==> src/rtl/alu_bitop_seq.sv <==
// Slice-serial BIT/SET/RES/TGL unit, SLICE_W bits per cycle, LSB slice first; done is DATA_W/SLICE_W+1 cycles after start.
// No backpressure: start is taken only in IDLE or in the done cycle and ignored while busy.
module alu_bitop_seq #(
   parameter int DATA_W  = 8,
   parameter int SLICE_W = 4,
   localparam int NS     = DATA_W / SLICE_W,
   localparam int IDX_W  = ($clog2(DATA_W) > 1) ? $clog2(DATA_W) : 1
) (
   input  logic              clk,
   input  logic              nreset,
   input  logic              start,
   input  logic [1:0]        op,
   input  logic [DATA_W-1:0] opA,
   input  logic [IDX_W-1:0]  opB,
   output logic              busy,
   output logic              done,
   output logic [DATA_W-1:0] result,
   output logic              flag_z,
   output logic              flag_n,
   output logic              flag_h,
   output logic              flags_we
);

   localparam int CNT_W = ($clog2(NS) > 1) ? $clog2(NS) : 1;
   localparam logic [1:0] OP_BIT = 2'b00;
   localparam logic [1:0] OP_SET = 2'b01;
   localparam logic [1:0] OP_RES = 2'b10;

   typedef enum logic [1:0] {S_IDLE, S_RUN, S_DONE} state_t;

   state_t              state_q, state_d;
   logic [1:0]          op_q, op_d;
   logic [DATA_W-1:0]   work_q, work_d;
   logic [IDX_W-1:0]    idx_q, idx_d;
   logic [CNT_W-1:0]    cnt_q, cnt_d;
   logic                bit_q, bit_d;
   logic                busy_q, busy_d;
   logic                done_q, done_d;
   logic                we_q, we_d;
   logic [DATA_W-1:0]   result_q, result_d;
   logic                z_q, z_d, n_q, n_d, h_q, h_d;

   logic [SLICE_W-1:0]  slice, mask, new_slice;
   int                  rel;
   logic                in_range;

   always_comb begin
      state_d  = state_q;
      op_d     = op_q;
      work_d   = work_q;
      idx_d    = idx_q;
      cnt_d    = cnt_q;
      bit_d    = bit_q;
      busy_d   = 1'b0;
      done_d   = 1'b0;
      we_d     = 1'b0;
      result_d = result_q;
      z_d      = z_q;
      n_d      = n_q;
      h_d      = h_q;

      // Mask is empty unless the index falls inside the slice currently at the bottom of work_q.
      slice    = work_q[SLICE_W-1:0];
      rel      = int'(idx_q) - int'(cnt_q) * SLICE_W;
      in_range = int'(idx_q) < DATA_W;
      mask     = '0;
      for (int i = 0; i < SLICE_W; i++) begin
         mask[i] = in_range && (rel == i);
      end

      case (op_q)
         OP_SET:  new_slice = slice | mask;
         OP_RES:  new_slice = slice & ~mask;
         OP_BIT:  new_slice = slice;
         default: new_slice = slice ^ mask;
      endcase

      case (state_q)
         S_RUN: begin
            // Rotate right by one slice; after NS steps the result is back in place.
            work_d = (work_q >> SLICE_W) | (DATA_W'(new_slice) << (DATA_W - SLICE_W));
            if (|mask) begin
               bit_d = |(slice & mask);
            end
            cnt_d = cnt_q + 1'b1;
            if (cnt_q == CNT_W'(NS - 1)) begin
               state_d  = S_DONE;
               done_d   = 1'b1;
               result_d = work_d;
               if (op_q == OP_BIT) begin
                  we_d = 1'b1;
                  z_d  = ~bit_d;
                  n_d  = 1'b0;
                  h_d  = 1'b1;
               end
            end else begin
               busy_d = 1'b1;
            end
         end
         default: begin
            if (start) begin
               state_d = S_RUN;
               op_d    = op;
               work_d  = opA;
               idx_d   = opB;
               cnt_d   = '0;
               bit_d   = 1'b0;
               busy_d  = 1'b1;
            end else begin
               state_d = S_IDLE;
            end
         end
      endcase
   end

   always_ff @(posedge clk) begin
      if (!nreset) begin
         state_q  <= S_IDLE;
         op_q     <= '0;
         work_q   <= '0;
         idx_q    <= '0;
         cnt_q    <= '0;
         bit_q    <= 1'b0;
         busy_q   <= 1'b0;
         done_q   <= 1'b0;
         we_q     <= 1'b0;
         result_q <= '0;
         z_q      <= 1'b0;
         n_q      <= 1'b0;
         h_q      <= 1'b0;
      end else begin
         state_q  <= state_d;
         op_q     <= op_d;
         work_q   <= work_d;
         idx_q    <= idx_d;
         cnt_q    <= cnt_d;
         bit_q    <= bit_d;
         busy_q   <= busy_d;
         done_q   <= done_d;
         we_q     <= we_d;
         result_q <= result_d;
         z_q      <= z_d;
         n_q      <= n_d;
         h_q      <= h_d;
      end
   end

   assign busy     = busy_q;
   assign done     = done_q;
   assign result   = result_q;
   assign flag_z   = z_q;
   assign flag_n   = n_q;
   assign flag_h   = h_q;
   assign flags_we = we_q;

endmodule

==> config.mk <==
export PLATFORM = sky130hd
export DESIGN_NAME = alu_bitop_seq
export DESIGN_NICKNAME = d
export VERILOG_FILES = /design/src/rtl/alu_bitop_seq.sv
export SDC_FILE = /design/constraint.sdc
export NUM_CORES = 1
export LEC_CHECK = 0
export BUFFER_PORTS_ARGS = -buffer_cell sky130_fd_sc_hd__buf_2
export CAP_MARGIN = 20
export CORE_MARGIN = 3
export CORE_UTILIZATION = 58
export CTS_BUF_LIST = sky130_fd_sc_hd__clkbuf_16
export DETAILED_ROUTE_END_ITERATION = 8
export PLACE_DENSITY = 0.82
export SYNTH_ARGS = -nofsm -noshare
export SYNTH_HDL_FRONTEND = slang
export SYNTH_SLANG_ARGS = --single-unit
==> constraint.sdc <==
create_clock -name clk -period 4.35 [get_ports clk]
set_clock_uncertainty 0.05 [all_clocks]
set_input_delay 0.6525 -clock clk [delete_from_list [all_inputs] [get_ports clk]]
set_output_delay 0.6525 -clock clk [all_outputs]
set_load 0.05 [all_outputs]
* Word-level counts from Yosys, hierarchy flattened
Cells that the tools add are included.
Storage, ports and cells: flip-flop bits (word level) 30, input bits 16, output and inout port bits 14
Operators by class: add/subtract/negate cells 2, equal/unequal tests 7, mux-type cells 16, bitwise operators 8, reduce and logical (&&, ||, !) cells 10
Operators with widths (number):
- $logic_not 32->1 | 1
- $mux 8 | 2
- $pmux 4 s3 | 1
- $mux 1 | 11
- $and 4x4->4 | 2
- $eq 4x3->1 const B | 2
- $or 4x8->8 | 1
- $reduce_or 4->1 | 2
- $reduce_and 2->1 | 3
- $reduce_and 3->1 | 2
- $eq 2x1->1 const B | 2
- $eq 4x2->1 const B | 1
- $mux 2 | 2
- $not 4->4 | 1
- $or 4x4->4 | 1
- $sub 3x3->4 | 1
- $xor 4x4->4 | 1
- $eq 2x2->1 const B | 1
- $logic_not 2->1 | 1
- $ne 2x2->1 const B | 1
- $not 1->1 | 2
- $reduce_bool 2->1 | 1
- $add 1x1->1 const B | 1

* Logic depth before layout (Yosys ltp)
word-level depth 7, gate-level depth with buffers 9, gate-level depth less buffers 9

* Worst setup path before layout
Ideal clock, no wire load.
path kind flip-flop to flip-flop, from register idx_q[2], to register bit_q, arrival 1.884 ns, path slack 2.297 ns, cell stages (with the launch flop) 10, path buffers 0, clock period less this slack 2.053 ns, cell sequence dfxtp_1 -> inv_1 -> ha_1 -> nand2b_1 -> or3_1 -> inv_1 -> ha_1 -> nor4_1 -> and4b_1 -> o31a_1
Between the ends: cells in the longest elaborated chain, start to end 7, elaborated cells between the ends (all ways) 11, those cells by class add/sub (1); eq/ne (3); mux (3); bitwise (1); reduce/logical (3)
Ends and longest elaborated chain:
- start: declaration | RTL line 34 | logic [IDX_W-1:0] idx_q, idx_d;
- start signal: assignment | RTL line 135 | idx_q <= idx_d;
- $sub 3x3->4 * | RTL line 64 | rel = int'(idx_q) - int'(cnt_q) * SLICE_W;
- $logic_not 32->1 (tied with other cells) | RTL line 68 | mask[i] = in_range && (rel == i);
- $and 4x4->4 | RTL line 83 | bit_d = |(slice & mask);
- $reduce_or 4->1 | RTL line 83
- $mux 1 * | RTL line 82 | if (|mask) begin
- $mux 1 * (2 in series) | RTL line 78 | case (state_q)
- end signal: assignment | RTL line 137 | bit_q <= bit_d;
- end: declaration | RTL line 36 | logic bit_q, bit_d;
Mark *: on every way between the ends. The rest lies on a longest branch, timed or not. The select of a mux whose other input is x is not followed. A chain may end at the register's enable or synchronous reset.

* Final worst setup path
Ends and elaborated chain as after synthesis.

==> flow_summary_export.csv <==
group,metric,value,unit
timing,setup-violations-final,0,
detailed_routing,post_drt_wl_per_cell,15.62,µm
timing,final_hold_viol_count,0,
detailed_routing,drtPass1Iterations,4,
critical_path,arrival,2.45,ns
worst_hold_path,hp-start,"flag_h",
die,die_h,57.49,µm
clock_tree,numCtsBuffers,5,
logic_synthesis,synth_warnings,0,
clock_tree,clk_pin_slew,0.05,ns
timing,fmax,427.5,MHz
logic_synthesis,syn-num-nets,200,
clock_tree,cts_tree,"done",
logic_synthesis,async_reset_ff_share,0,%
critical_path,end_kind,"register",
critical_path,worst-setup-path-type,"register to register",
logic_synthesis,seq_area_frac_synth,39.06,%
detailed_routing,drt-total-wl,3484,µm
timing,slew_violations,0,
run_status,run_status,"finished clean",
placed_design,place.gp.congestion,0.8654,
timing,slew_headroom,38.64,%
logic_synthesis,synth_area_leaders,"dfxtp_1 (39%), ha_1 (11%), mux2_2 (5.9%)",
grt,grt_max_degree,21,
logic_synthesis,yosysMostFrequentCell,"dfxtp_1",
clock_tree,cts_hold_buf,0,
timing,setup_tns,0,ns
pwr,power.density,412.5,nW/µm²
timing,fin_crit_sh,53.77,%
critical_path,r2r_end,"bit_q",
job,maxCapViolCount,0,
critical_path,slowest_stage,"ha_1",
detailed_routing,ant_nets,0,
grt,grt_first_pass_wirelength,5664,µm
layout,insertedDiodeCount,0,
worst_hold_path,whs_path_depth,1,
critical_path,reg2reg_depth,9,
worst_hold_path,hold_end,"flag_h",
logic_synthesis,ys.flop_type,"dfxtp_1",
layout,utilization,71.52,%
critical_path,reg2reg_from,"idx_q[2]",
timing,layout_min_cycle_time,2.339,ns
die,rows,18,
placed_design,io_buffers,28,
clock_tree,clock_sinks,30,
critical_path,rrSetupSlack,2.01,ns
layout,fin_cells,223,
clock_tree,clk_latency,0.27,ns
clock_tree,cts_resized,0,
critical_path,path_max_fanout,7,
detailed_routing,drc,0,
pwr,ir_drop,0.0003734,V
logic_synthesis,post-synth-top-area-cell,"dfxtp_1",
layout,drive_above_1_share,22.80,%
logic_synthesis,synthesis.instances,171,
logic_synthesis,synth.distinct_cells,36,
pwr,leakage,0.8602,nW
detailed_routing,vias,1296,
grt,grt_overflow_total,0,
logic_synthesis,synth_area_per_cell,8.993,µm²
die,num_io_pins,30,
logic_synthesis,synth_area,1538,µm²
placed_design,placed_area,1655,µm²
timing,worst_hold_slack,0.4172,ns
placed_design,placed_cells,216,
critical_path,crit_required,4.46,ns
clock_tree,htreeDepth,2,
die,dieArea,3305,µm²
clock_tree,clk_path_buf_depth,2,
detailed_routing,drt_iter0_drc,41,
critical_path,worstSetupStartpointType,"register",
critical_path,cp_slowest_stage_delay,0.39,ns
die,die_w,57.49,µm
grt,first_global_vias,1249,
layout,fillers,191,
grt,antenna_found_initial,0,
die,core,2500,µm²
layout,area_growth,16.27,%
clock_tree,cts_setup_buffers,0,
detailed_routing,via_per_inst,5.812,
layout,nets,222,
timing,tightest_slew,0.9185,ns
logic_synthesis,synth_edf_count,0,
worst_hold_path,min_path_type,"register to register",
die,start_util,61.51,%
layout,fin_area,1788,µm²
logic_synthesis,synthTopCellsByCount,"dfxtp_1 (30), ha_1 (13), inv_1 (13), o21ai_0 (13), nor2_1 (11)",
logic_synthesis,synthDominantCellAreaShare,39.06,%
timing,grt_setup_unrepaired,"no",
grt,globalRouteTotalUtil,22.71,%
clock_tree,cts_root_buf,"clkbuf_16",
logic_synthesis,synth-seq-cells,30,
placed_design,hpwl,2326,µm
critical_path,worstPathCellList,"inv_1, ha_1, nand2b_1, or3_1, inv_1, ha_1, nor4_1, and4b_1, o31a_1",
[critical path, delay by kind of cell, from the launching register on]
| kind | cells | cell delay (ns) |
|---|---|---|
| simple gates | 4 | 0.90 |
| compound gates | 1 | 0.28 |
| flops | 1 | 0.32 |
| fa+ha+maj | 2 | 0.57 |
| buf+inv | 2 | 0.11 |
[area by class of cell]
cell class / instances / area [µm²] / share of cell area (%)
clock buffer: 5 / 125.1 / 6.998
clock inverter: 2 / 7.507 / 0.4199
inverter: 13 / 48.80 / 2.729
multi-input combinational: 115 / 828.3 / 46.33
sequential: 30 / 600.6 / 33.59
tap: 30 / 37.54 / 2.099
timing repair buffer: 28 / 140.1 / 7.838
[placed cells by master, fill, tap and decap left out, drive strengths merged, types with 5 or more instances in the layout]
cell / n
nand2: 8
o21ai: 13
nand3: 8
a31oi: 8
dfxtp: 30
nor2: 11
clkbuf: 5
mux2: 8
buf: 28
ha: 13
a21oi: 7
inv: 15
[state kept, by name (all words and copies together), names as in the netlist]
| register | count |
|---|---|
| bit_q | 1 |
| flag_z | 1 |
| work_q | 8 |
| op_q | 2 |
| done | 1 |
| flag_h | 1 |
| busy | 1 |
| state_q | 2 |
| flags_we | 1 |
| idx_q | 3 |
| cnt_q | 1 |
| result | 8 |
[metrics by stage]
step                      power [W]  setup slack [ns]
after global placement    0.0004213             2.227
after detailed placement  0.0004283             2.038
after floorplan           0.0004005             2.297
after CTS                 0.0007396             2.011
after global routing      0.0007653             1.877
final                     0.0007376             2.011
[routing by layer]
layer / global-route usage, % / part of all wire [%] / up-vias
li1: - / - / 640
met1: 24.54 / 42 / 615
met2: 40.48 / 52 / 28
met3: 5.204 / 3.4 / 13
met4: 12.25 / 2.7 / 0
met5: 0 / 0 / -
[worst max path at each step]
stage,from,endpoint,slack (ns)
final,idx_q[2],bit_q,2.01
after global routing,idx_q[2],bit_q,1.88
after CTS,idx_q[2],bit_q,2.01
after detailed placement,idx_q[2],bit_q,2.04
after global placement,idx_q[2],bit_q,2.23
after floorplan,idx_q[2],bit_q,2.30
[cells by family after synthesis]
logic type      Yosys count  share of synthesized area [%]
compound gates           46                          20.10
simple gates             43                          14.48
flops                    30                          39.06
buf+inv                  26                          7.079
fa+ha+maj                13                          10.58
mux                      12                          8.463
other cells               1                         0.2439
[report_power, final]
| part | switching, W | internal (W) | total, W |
|---|---|---|---|
| clock | 0.000109 | 0.000203 | 0.000312 |
| combinational | 0.0000693 | 0.0000472 | 0.000116 |
| sequential | 0.0000168 | 0.000292 | 0.000309 |
| total | 0.000195 | 0.000543 | 0.000738 |
No activity file was read; power rests on OpenSTA's default activity.
